<file path="config.mk">
export PLATFORM = sky130hd
export DESIGN_NAME = peak_detect_nrx_core
export DESIGN_NICKNAME = d
export VERILOG_FILES = /design/src/rtl/peak_detect_nrx_core.sv
export SDC_FILE = /design/constraint.sdc
export NUM_CORES = 1
export LEC_CHECK = 0
export BUFFER_PORTS_ARGS = -buffer_cell sky130_fd_sc_hd__buf_2
export CORE_MARGIN = 5
export CORE_UTILIZATION = 51
export CTS_CLUSTER_DIAMETER = 200
export CTS_CLUSTER_SIZE = 8
export DETAILED_ROUTE_END_ITERATION = 6
export GPL_ROUTABILITY_DRIVEN = 0
export HOLD_SLACK_MARGIN = 0.15
export PLACE_DENSITY = 0.79
export SYNTH_ARGS = -nofsm -noshare
export SYNTH_HDL_FRONTEND = slang
export SYNTH_SLANG_ARGS = --single-unit
</file>
<file path="constraint.sdc">
create_clock -name clk -period 2.66 [get_ports clk]
set_input_delay 0.532 -clock clk [delete_from_list [all_inputs] [get_ports clk]]
set_output_delay 0.532 -clock clk [all_outputs]
set_load 0.01 [all_outputs]
</file>
<file path="src/rtl/peak_detect_nrx_core.sv">
// peak_detect_nrx_core
// Streaming peak detector. It follows the largest qualified power value and
// counts the accepted samples that arrive after it. A peak is declared once
// NRX_TRIG samples pass without a larger qualified value.
// Optional build macro: PEAK_DETECT_TLAST_FLUSH_EN. When defined, a packet
// end (in_tlast) inside an open track also declares the held peak.
module peak_detect_nrx_core #(
  parameter int DATA_WIDTH = 16,
  parameter int NRX_TRIG   = 16
) (
  input  logic                  clk,
  input  logic                  reset,
  input  logic                  clear,
  input  logic                  in_tvalid,
  output logic                  in_tready,
  input  logic                  in_tlast,
  input  logic [DATA_WIDTH-1:0] in_tdata,
  input  logic [DATA_WIDTH-1:0] pow_in,
  input  logic                  peak_stb_in,
  output logic                  out_tvalid,
  input  logic                  out_tready,
  output logic                  out_tlast,
  output logic [DATA_WIDTH-1:0] pow_out,
  output logic [DATA_WIDTH-1:0] nrx_after_peak,
  output logic                  peak_stb_out
);

  localparam logic [DATA_WIDTH-1:0] TRIG = DATA_WIDTH'(NRX_TRIG);

  typedef enum logic [0:0] {IDLE, TRACK} state_t;

  state_t                state, n_state;
  logic [DATA_WIDTH-1:0] peak, n_peak;
  logic [DATA_WIDTH-1:0] cnt, n_cnt;
  logic                  n_stb;
  logic                  accept;

  // The sample word passes through the beat but plays no part in detection.
  logic unused_tdata;
  assign unused_tdata = ^in_tdata;

  // The output stage is a single register slice, so input is taken whenever
  // that slice is empty or is being drained this cycle.
  assign in_tready = out_tready || !out_tvalid;
  assign accept    = in_tvalid && in_tready;

  // Next-state decision for one accepted beat.
  always_comb begin
    n_state = state;
    n_peak  = peak;
    n_cnt   = cnt;
    n_stb   = 1'b0;
    case (state)
      IDLE: begin
        n_cnt = '0;
        if (peak_stb_in) begin
          n_peak  = pow_in;
          n_state = TRACK;
        end
      end
      TRACK: begin
        // Only a strictly larger qualified value restarts the count; ties
        // keep the original peak position.
        if (peak_stb_in && (pow_in > peak)) begin
          n_peak = pow_in;
          n_cnt  = '0;
        end else begin
          n_cnt = cnt + 1'b1;
        end
        // The count cannot exceed NRX_TRIG, so the increment never wraps.
        if (n_cnt == TRIG) begin
          n_stb   = 1'b1;
          n_state = IDLE;
        end else if (in_tlast) begin
          n_state = IDLE;
`ifdef PEAK_DETECT_TLAST_FLUSH_EN
          n_stb   = 1'b1;
`endif
        end
      end
      default: n_state = IDLE;
    endcase
  end

  // Tracking state advances only on accepted beats.
  always_ff @(posedge clk or negedge reset) begin
    if (!reset) begin
      state <= IDLE;
      peak  <= '0;
      cnt   <= '0;
    end else if (clear) begin
      state <= IDLE;
      peak  <= '0;
      cnt   <= '0;
    end else if (accept) begin
      state <= n_state;
      peak  <= n_peak;
      cnt   <= n_cnt;
    end
  end

  // Output slice: load on accept, empty on a drain with no new beat, and
  // hold everything while stalled.
  always_ff @(posedge clk or negedge reset) begin
    if (!reset) begin
      out_tvalid     <= 1'b0;
      out_tlast      <= 1'b0;
      pow_out        <= '0;
      nrx_after_peak <= '0;
      peak_stb_out   <= 1'b0;
    end else if (clear) begin
      out_tvalid     <= 1'b0;
      out_tlast      <= 1'b0;
      pow_out        <= '0;
      nrx_after_peak <= '0;
      peak_stb_out   <= 1'b0;
    end else if (accept) begin
      out_tvalid     <= 1'b1;
      out_tlast      <= in_tlast;
      pow_out        <= n_peak;
      nrx_after_peak <= n_cnt;
      peak_stb_out   <= n_stb;
    end else if (out_tready) begin
      out_tvalid     <= 1'b0;
      peak_stb_out   <= 1'b0;
    end
  end

endmodule

</file>
==> results.txt, run 1 <==
- The netlist uses 55 different library cells.
* Combined area of the multi-input logic cells: between 1000 and 1500 sq um
- Averaged over all synthesized cells, the footprint is 9.294 sq um.
- The repair_antennas step left the layout with diodes totalling 0.
- For this run, the share of the core covered by cells in the final layout is 0.6144.
* Yosys warns: 0
- Count of pins over their slew limit: 0
- Total global-route track usage: 0.1968
- Final hold violation count: 0
- Reported max-cap violation count: 0
- Internal: around 900 uW
- The worst setup path is launched from a flop.
- After synthesis, the share of flip-flops with an asynchronous set or reset is 1.000.
- Sorting the synthesized cells by area gives the leading types as sky130_fd_sc_hd__dfrtp_1 37%, sky130_fd_sc_hd__ha_1 8.7%, sky130_fd_sc_hd__mux2i_1 6.1%, sky130_fd_sc_hd__nand2b_1 4.3%, sky130_fd_sc_hd__inv_1 3.2%.
- Setup repair after global routing left no endpoint under its margin.
- TritonCTS built the clock tree.
- Top cell type by total area after synthesis: sky130_fd_sc_hd__dfrtp_1
* Area grow syn2layout: 17.49%
- The share of the Yosys chip area taken by registers is 0.3672.
- Io pins: 75
- The clock drives 36 sinks.
- The worst pin sits at a relative slew slack of 0.4574.
- Placement row count: 25
- Result of the run: finished clean
* CP Class: reg2reg
- The first global-routing pass estimated a little under 10000 um of wire.
- Vias in the first global route: 2151
- Clock root buffer: sky130_fd_sc_hd__clkbuf_8
* Part of the power in registers: 0.469
- Seq cells post-synth: 36
* Number of buffers added on ports: 58
- Data arrival time at the worst-slack endpoint: about 2700 ps
- Synth top area share: 0.3672
- The path class of the tightest hold or removal check is in2async.
- Entering global routing, the biggest net connects 37 pins.
- Setup violations remaining at the end of the flow were counted as 0.
* Clock network power share: 0.318
- The worst setup path is captured at a flop.
- Maximum vdd ir drop: 0.0002423 V
- Seq. cell area: about 900 sq um
- The number of setup buffers added after CTS is 0.
- After technology mapping, the gate count stands at between 200 and 300.
- At the later pin of the worst-skew pair, clock insertion delay measures about 290 ps.
- For this run, the leading register cell type out of synthesis is sky130_fd_sc_hd__dfrtp_1.
- First-iteration detailed-routing DRC count: around 140
* Combinational fraction of design power: 0.213
- Die outline width: 79.36 um
* Full die area: between 6000 and 7000 sq um
* Time the worst path needs with I/O delays and setup: between 2000 and 2500 ps
* Switching portion of total power: 0.2891
* Net load switching power: between 300 and 400 uW
* Setup_tns: 0 ps
- In the final layout, the share of cells above drive strength 1 is 0.2446.
- Detailed-route wire length: approximately 5800 um
- H-tree depth: 2
- Detailed routing inserted a total of roughly 2200 vias.
* Total nets after synthesis: 320
- After detailed placement, the design holds a cell count of 369.
- Starting density of the core: 0.5229
- For the pin with the worst max-slew slack, the measured transition is just over 800 ps.
- Share of the clock period used by the worst path: 0.9322
- Worst hold slack across all endpoints: approximately 330 ps
- DRC violations left: 0
- For this design, the CTS-stage hold fixing added 0 buffers.
- For this design the static power due to leakage is 0.001453 uW.
- In the final routed layout, each cell accounts on average for between 15 and 20 um.
- For this run, the detailed router's first-pass iteration total came to 4.
- Dividing the detail-routed via count by the number of cells gives about 6.
- Once the clock tree was built, the resizer swapped 0 gates to a different size.
- Final antenna-violating net count: 0
* Filler Cells Inserted: 417
- For the final database, setup skew stands at 6.380 ps.
- Of all nets on the critical path, the largest fanout is 11.
- Max frequency: about 400 MHz
* Top cells by instance count after synthesis: 36 x sky130_fd_sc_hd__dfrtp_1, 21 x sky130_fd_sc_hd__inv_1, 17 x sky130_fd_sc_hd__ha_1, 17 x sky130_fd_sc_hd__nand2_1, 17 x sky130_fd_sc_hd__nand2b_1
* Maximum number of buffers from clock root to sink: 2
- The core region is about 4700 sq um.
- Clock Pin Slew Worst Setup and Hold Paths: 70 ps
- The initial antenna violation count was 0.
- In the final design database the tool counted 378 nets.
- Number of flops mapped to enable cells by yosys: 0
- After the flow finishes, the layout carries non-filler instances totaling 377.
- Most frequently used cell type in the post-synthesis netlist: sky130_fd_sc_hd__dfrtp_1
- Power spread over the standard cell area amounts to between 400 and 500 nW/um^2.
- The mapped netlist covers 2454 sq um.
* CTS buffer count: 5
- Overflow after GRT: 0
- Required time of the critical path: between 2000 and 3000 ps
* Die height: around 79 um
- Detailed-placement wirelength estimate: 4352 um
sequential cells by signal (all words and copies together), names as in the netlist:
name,cells
nrx_after_peak,16
out_tlast,1
out_tvalid,1
peak_stb_out,1
pow_out,16
state,1
cells in the final DEF, fill, tap and decap left out, drive strengths merged, types with 2 or more instances in the layout:
| master | Yosys | routed |
|---|---|---|
| nand2 | 18 | 18 |
| clkbuf | 8 | 8 |
| or4 | 3 | 3 |
| dfrtp | 36 | 36 |
| nor4 | 3 | 3 |
| buf | 7 | 66 |
| ha | 17 | 17 |
| nor4b | 3 | 3 |
| nand3 | 7 | 7 |
| nand4 | 7 | 7 |
| o31ai | 8 | 8 |
| and3 | 4 | 4 |
| o21ai | 5 | 5 |
| and2 | 2 | 2 |
| a22o | 4 | 4 |
| a21oi | 13 | 13 |
| mux2i | 15 | 15 |
| a211oi | 4 | 4 |
| nor3b | 5 | 5 |
| nor3 | 9 | 9 |
| nor2 | 10 | 10 |
| nand2b | 17 | 17 |
| nor2b | 2 | 2 |
| o22a | 4 | 4 |
| a2111o | 2 | 2 |
| and4 | 3 | 3 |
| a21o | 7 | 7 |
| inv | 21 | 21 |
final timing paths:
| check | cells after the start | to | startpoint | slack, ps |
|---|---|---|---|---|
| worst min register to register | 1 | pow_out[0] | pow_out[0] | 520 |
| worst min-delay path | 1 | pow_out[10] | reset | 330 |
| max in group asynchronous | 1 | nrx_after_peak[12] | reset | 1810 |
| worst max register to register | 9 | nrx_after_peak[11] | pow_out[15] | 180 |
| min in group clk | 3 | out_tlast | in_tlast | 480 |
| worst max-delay path | 9 | nrx_after_peak[11] | pow_out[15] | 180 |
metrics by stage:
stage / setup WS [ps] / total power (uW) / instance area (sq um)
CTS: 163.8 / 1288 / 2883
detailed placement: -58.52 / 876.3 / 2793
finish: 180.3 / 1268 / 2883
global placement: 12.68 / 867.4 / 2793
global route: 3.506 / 1340 / 2883
floorplan: 126.3 / 774.4 / 2454
power groups by stage:
| stage | logic (uW) | registers (uW) | clock network [uW] |
|---|---|---|---|
| 3_3_place_gp | 263 | 604 | 0 |
| 5_1_grt | 303 | 598 | 439 |
| 3_5_place_dp | 272 | 605 | 0 |
| 2_1_floorplan | 157 | 618 | 0 |
| 4_1_cts | 274 | 594 | 420 |
| 6_report | 270 | 595 | 403 |
area by class of cell:
type / count / area share
Multi-Input combinational cell: 192 / 0.4839
Sequential cell: 36 / 0.3125
Timing Repair Buffer: 66 / 0.1215
Clock buffer: 8 / 0.03125
Inverter: 21 / 0.02734
Tap cell: 54 / 0.02344
critical path, cell delays in order, from the launching register on:
cell and delay (ps):
sky130_fd_sc_hd__dfrtp_1 360, sky130_fd_sc_hd__inv_1 70, sky130_fd_sc_hd__ha_1 310, sky130_fd_sc_hd__nand4_1 170
sky130_fd_sc_hd__nor3_1 90, sky130_fd_sc_hd__a21boi_1 130, sky130_fd_sc_hd__o311a_1 390, sky130_fd_sc_hd__buf_4 190
sky130_fd_sc_hd__nor2_1 460, sky130_fd_sc_hd__a22o_1 240
layer usage:
layer  wire (um)  track usage
met5           0            0
met2        2746       0.3173
met3         383      0.04762
met4          47      0.05670
met1        2640       0.2623
logic make-up after synthesis:
group / count (synthesis) / share of synthesized area
xor+xnor: 1 / 0.003570
compound gates: 61 / 0.1836
flops: 36 / 0.3672
buf+inv: 36 / 0.06425
simple gates: 97 / 0.2290
mux: 16 / 0.06578
fa+ha+maj: 17 / 0.08669
Power figures use the tool's default switching activity.
==> run 2: changes to the inputs <==
--- a/config.mk
+++ b/config.mk
@@ -7,13 +7,13 @@
 export LEC_CHECK = 0
 export BUFFER_PORTS_ARGS = -buffer_cell sky130_fd_sc_hd__buf_2
 export CORE_MARGIN = 5
-export CORE_UTILIZATION = 51
+export CORE_UTILIZATION = 45
 export CTS_CLUSTER_DIAMETER = 200
 export CTS_CLUSTER_SIZE = 8
 export DETAILED_ROUTE_END_ITERATION = 6
 export GPL_ROUTABILITY_DRIVEN = 0
 export HOLD_SLACK_MARGIN = 0.15
-export PLACE_DENSITY = 0.79
+export PLACE_DENSITY = 0.71
 export SYNTH_ARGS = -nofsm -noshare
 export SYNTH_HDL_FRONTEND = slang
 export SYNTH_SLANG_ARGS = --single-unit
==> constraint.sdc (replaced) <==
create_clock -name clk -period 2.5 [get_ports clk]
set_input_delay 0.5 -clock clk [delete_from_list [all_inputs] [get_ports clk]]
set_output_delay 0.5 -clock clk [all_outputs]
set_load 0.01 [all_outputs]
==> run 2 against run 1 <==
Compared with the run above:
- sequential cell count unchanged
- global-route usage down 2.5 points
- wire length is 2.9% higher
- sequential share of layout area fell by 1.3 points
- cell area increased by 4.2%
- core utilization down 3.7 points
- clock skew down 3.8 ps
- setup slack lost 61 ps
- non-clock buffer count rose by 9
- first-iteration DRC count rose by 61%
- critical path depth is the same
- highest routed layer unchanged
==> results.txt, run 2 (synthesis gave the netlist of run 1 again) <==
- Starting density of the core: 0.4714 (-0.05154)
* TritonCTS clock tree: yes
* Time the worst path needs with I/O delays and setup: 2381 ps (-98.58 ps)
- Most common cell after layout, fill and taps aside: sky130_fd_sc_hd__buf_2
- Worst-Margin Slew: 818.2 ps (+4.241 ps)
- The half-perimeter wire length of the detailed placement result is 4514 um (+3.7%).
- The violation count after the first detailed-routing iteration was 220 (+61%).
* Worst hold slack across all endpoints: 304.5 ps (-27.45 ps)
- Maximum fanout encountered on the critical timing path: 6 (-5)
- Reported max-cap violation count: 0 (unchanged)
- The number of buffers inserted by post-CTS setup repair came to 0 (unchanged).
- The maximum VDD drop was 0.0002792 V (+15%).
- The total global routing track utilization came to 0.1723 (-0.02455).
* Number of buffers added on ports: 58 (unchanged)
* Kind of launch point of the worst setup path: flop
- Antenna violations before repair: 0 (unchanged)
* Area grow syn2layout: 22.44%
- The path class of the tightest hold or removal check is in2async.
- Max frequency: 420.0 MHz (+4.1%)
- The post-detailed-placement cell area is 2873 sq um (+2.9%).
- The final core area utilization is 0.5772 (-0.03724).
- The count of clock tree sinks was 36 (unchanged).
* Final hold violation count: 0 (unchanged)
* Wire length of the first global-routing pass: 10120 um (+2.5%)
* Share of post-route cells with drive strength above 1: 0.2771 (+0.03253)
- In the layout the commonest cells are 58 x sky130_fd_sc_hd__buf_2, 36 x sky130_fd_sc_hd__dfrtp_1, 21 x sky130_fd_sc_hd__inv_1.
- Leakage: 0.001508 uW (+3.8%)
- Largest regs: nrx_after_peak (16), pow_out (16)
* Io pins: 75 (unchanged)
- The critical path is of the reg2reg type.
- The maximum clock path buffer count was 2 (unchanged).
- The total vias in the final route is 2239 (+0.95%).
- Die outline width: 83.84 um (+5.6%)
* Pre-antenna DRT Iters: 4 (unchanged)
- The largest net degree at the start of global routing was 37 (unchanged).
- The run finished with clean final reports.
- Required time of the critical path: 2710 ps (-170 ps)
- Element type at the critical path end: flop
- Power density cells: 482.4 nW/um^2 (+9.7%)
- Clock root buffer: sky130_fd_sc_hd__clkbuf_8
- The number of pins exceeding their max-slew limit in the final report is 0 (unchanged).
* Area of the placeable core: 5205 sq um (+11%)
- DRC violations left: 0 (unchanged)
* Overflow after GRT: 0 (unchanged)
- Post-CTS Hold Fix Bufs: 0 (unchanged)
- Filler Cells Inserted: 495 (+19%)
- The total wirelength of the detailed-routed design was 5987 um (+2.9%).
- The die outline area is 7029 sq um (+12%).
- Number of endpoints failing setup at the final stage: 0 (unchanged)
- The post-layout net count was 387 (+2.4%).
* Final clock skew: 2.554 ps (-3.826 ps)
- Share of the clock period used by the worst path: 0.9524 (+0.02023)
- Per-cell via count in the routed design: 5.570 (-5.3%)
* Final antenna-violating net count: 0 (unchanged)
- CTS buffer count: 5 (unchanged)
- Data arrival time at the worst-slack endpoint: 2590 ps (-110 ps)
- The post-cts sizing count was 0 (unchanged).
- H-tree depth: 2 (unchanged)
- Clock Pin Slew Worst Setup and Hold Paths: 80 ps (about the same)
* Vias in the first global route: 2191 (+1.9%)
* Wirelength per Cell: 14.89 um (-3.5%)
- Area of all placed cells without fillers: 3004 sq um (+4.2%)
- Setup repair after global routing missed its margin: yes
- Number of diodes added for antenna fixing: 0 (unchanged)
- The clock latency at the later pin of the worst-skew pair came to 280 ps (about the same).
* Placement row count: 26 (+4.0%)
- Die height: 83.84 um (+5.6%)
- The relative max-transition margin was 0.4546 (-0.002827).
run 2: stage by stage:
step	std cells	TNS, ps	worst slack [ps]	total power (uW)
after floorplan	264	0	4.382	825.3
after global placement	393	-1383	-98.37	927.7
after detailed placement	393	-2001	-168.9	936.1
after CTS	401	0	5.107	1455
after global routing	402	-330.6	-40.43	1528
final	402	0	118.9	1449
run 2: worst max-delay path, stage by stage (launching register included):
cell and delay [ps]:
sky130_fd_sc_hd__dfrtp_1 370, sky130_fd_sc_hd__inv_1 70, sky130_fd_sc_hd__ha_1 320, sky130_fd_sc_hd__nand4_1 200
sky130_fd_sc_hd__nor3_2 180, sky130_fd_sc_hd__a21boi_1 190, sky130_fd_sc_hd__o311a_1 240, sky130_fd_sc_hd__a311o_1 300
sky130_fd_sc_hd__buf_4 230, sky130_fd_sc_hd__mux2i_1 200
run 2: routing by layer:
layer / GRT usage / part of all wire
met1: 0.2345 / 0.47
met2: 0.2798 / 0.46
met3: 0.03356 / 0.055
met4: 0.04532 / 0.010
met5: 0 / 0
run 2: cell type report:
cell class,instances,area [sq um],area share
clock buffers,5,68.82,0.02291
clock inverters,3,42.54,0.01416
inverters,21,78.83,0.02624
multi-input cells,192,1404,0.4673
flip-flops and latches,36,900.9,0.2999
well taps,70,87.58,0.02915
repair buffers,75,421.7,0.1404
run 2: power breakdown:
part / switching, uW / internal, uW
Sequential: 18.2 / 613
Clock: 223 / 295
Combinational: 173 / 127
Total: 414 / 1040
run 2: worst paths after layout:
kind | start | to | slack (ps) | depth (start not counted)
worst max-delay path | pow_out[15] | pow_out[9] | 120 | 9
worst min-delay path | reset | pow_out[5] | 300 | 1
worst max register to register | pow_out[15] | pow_out[9] | 120 | 9
worst min register to register | pow_out[0] | pow_out[0] | 520 | 1
max in group asynchronous | reset | out_tlast | 1680 | 1
min in group clk | in_tlast | out_tlast | 470 | 3
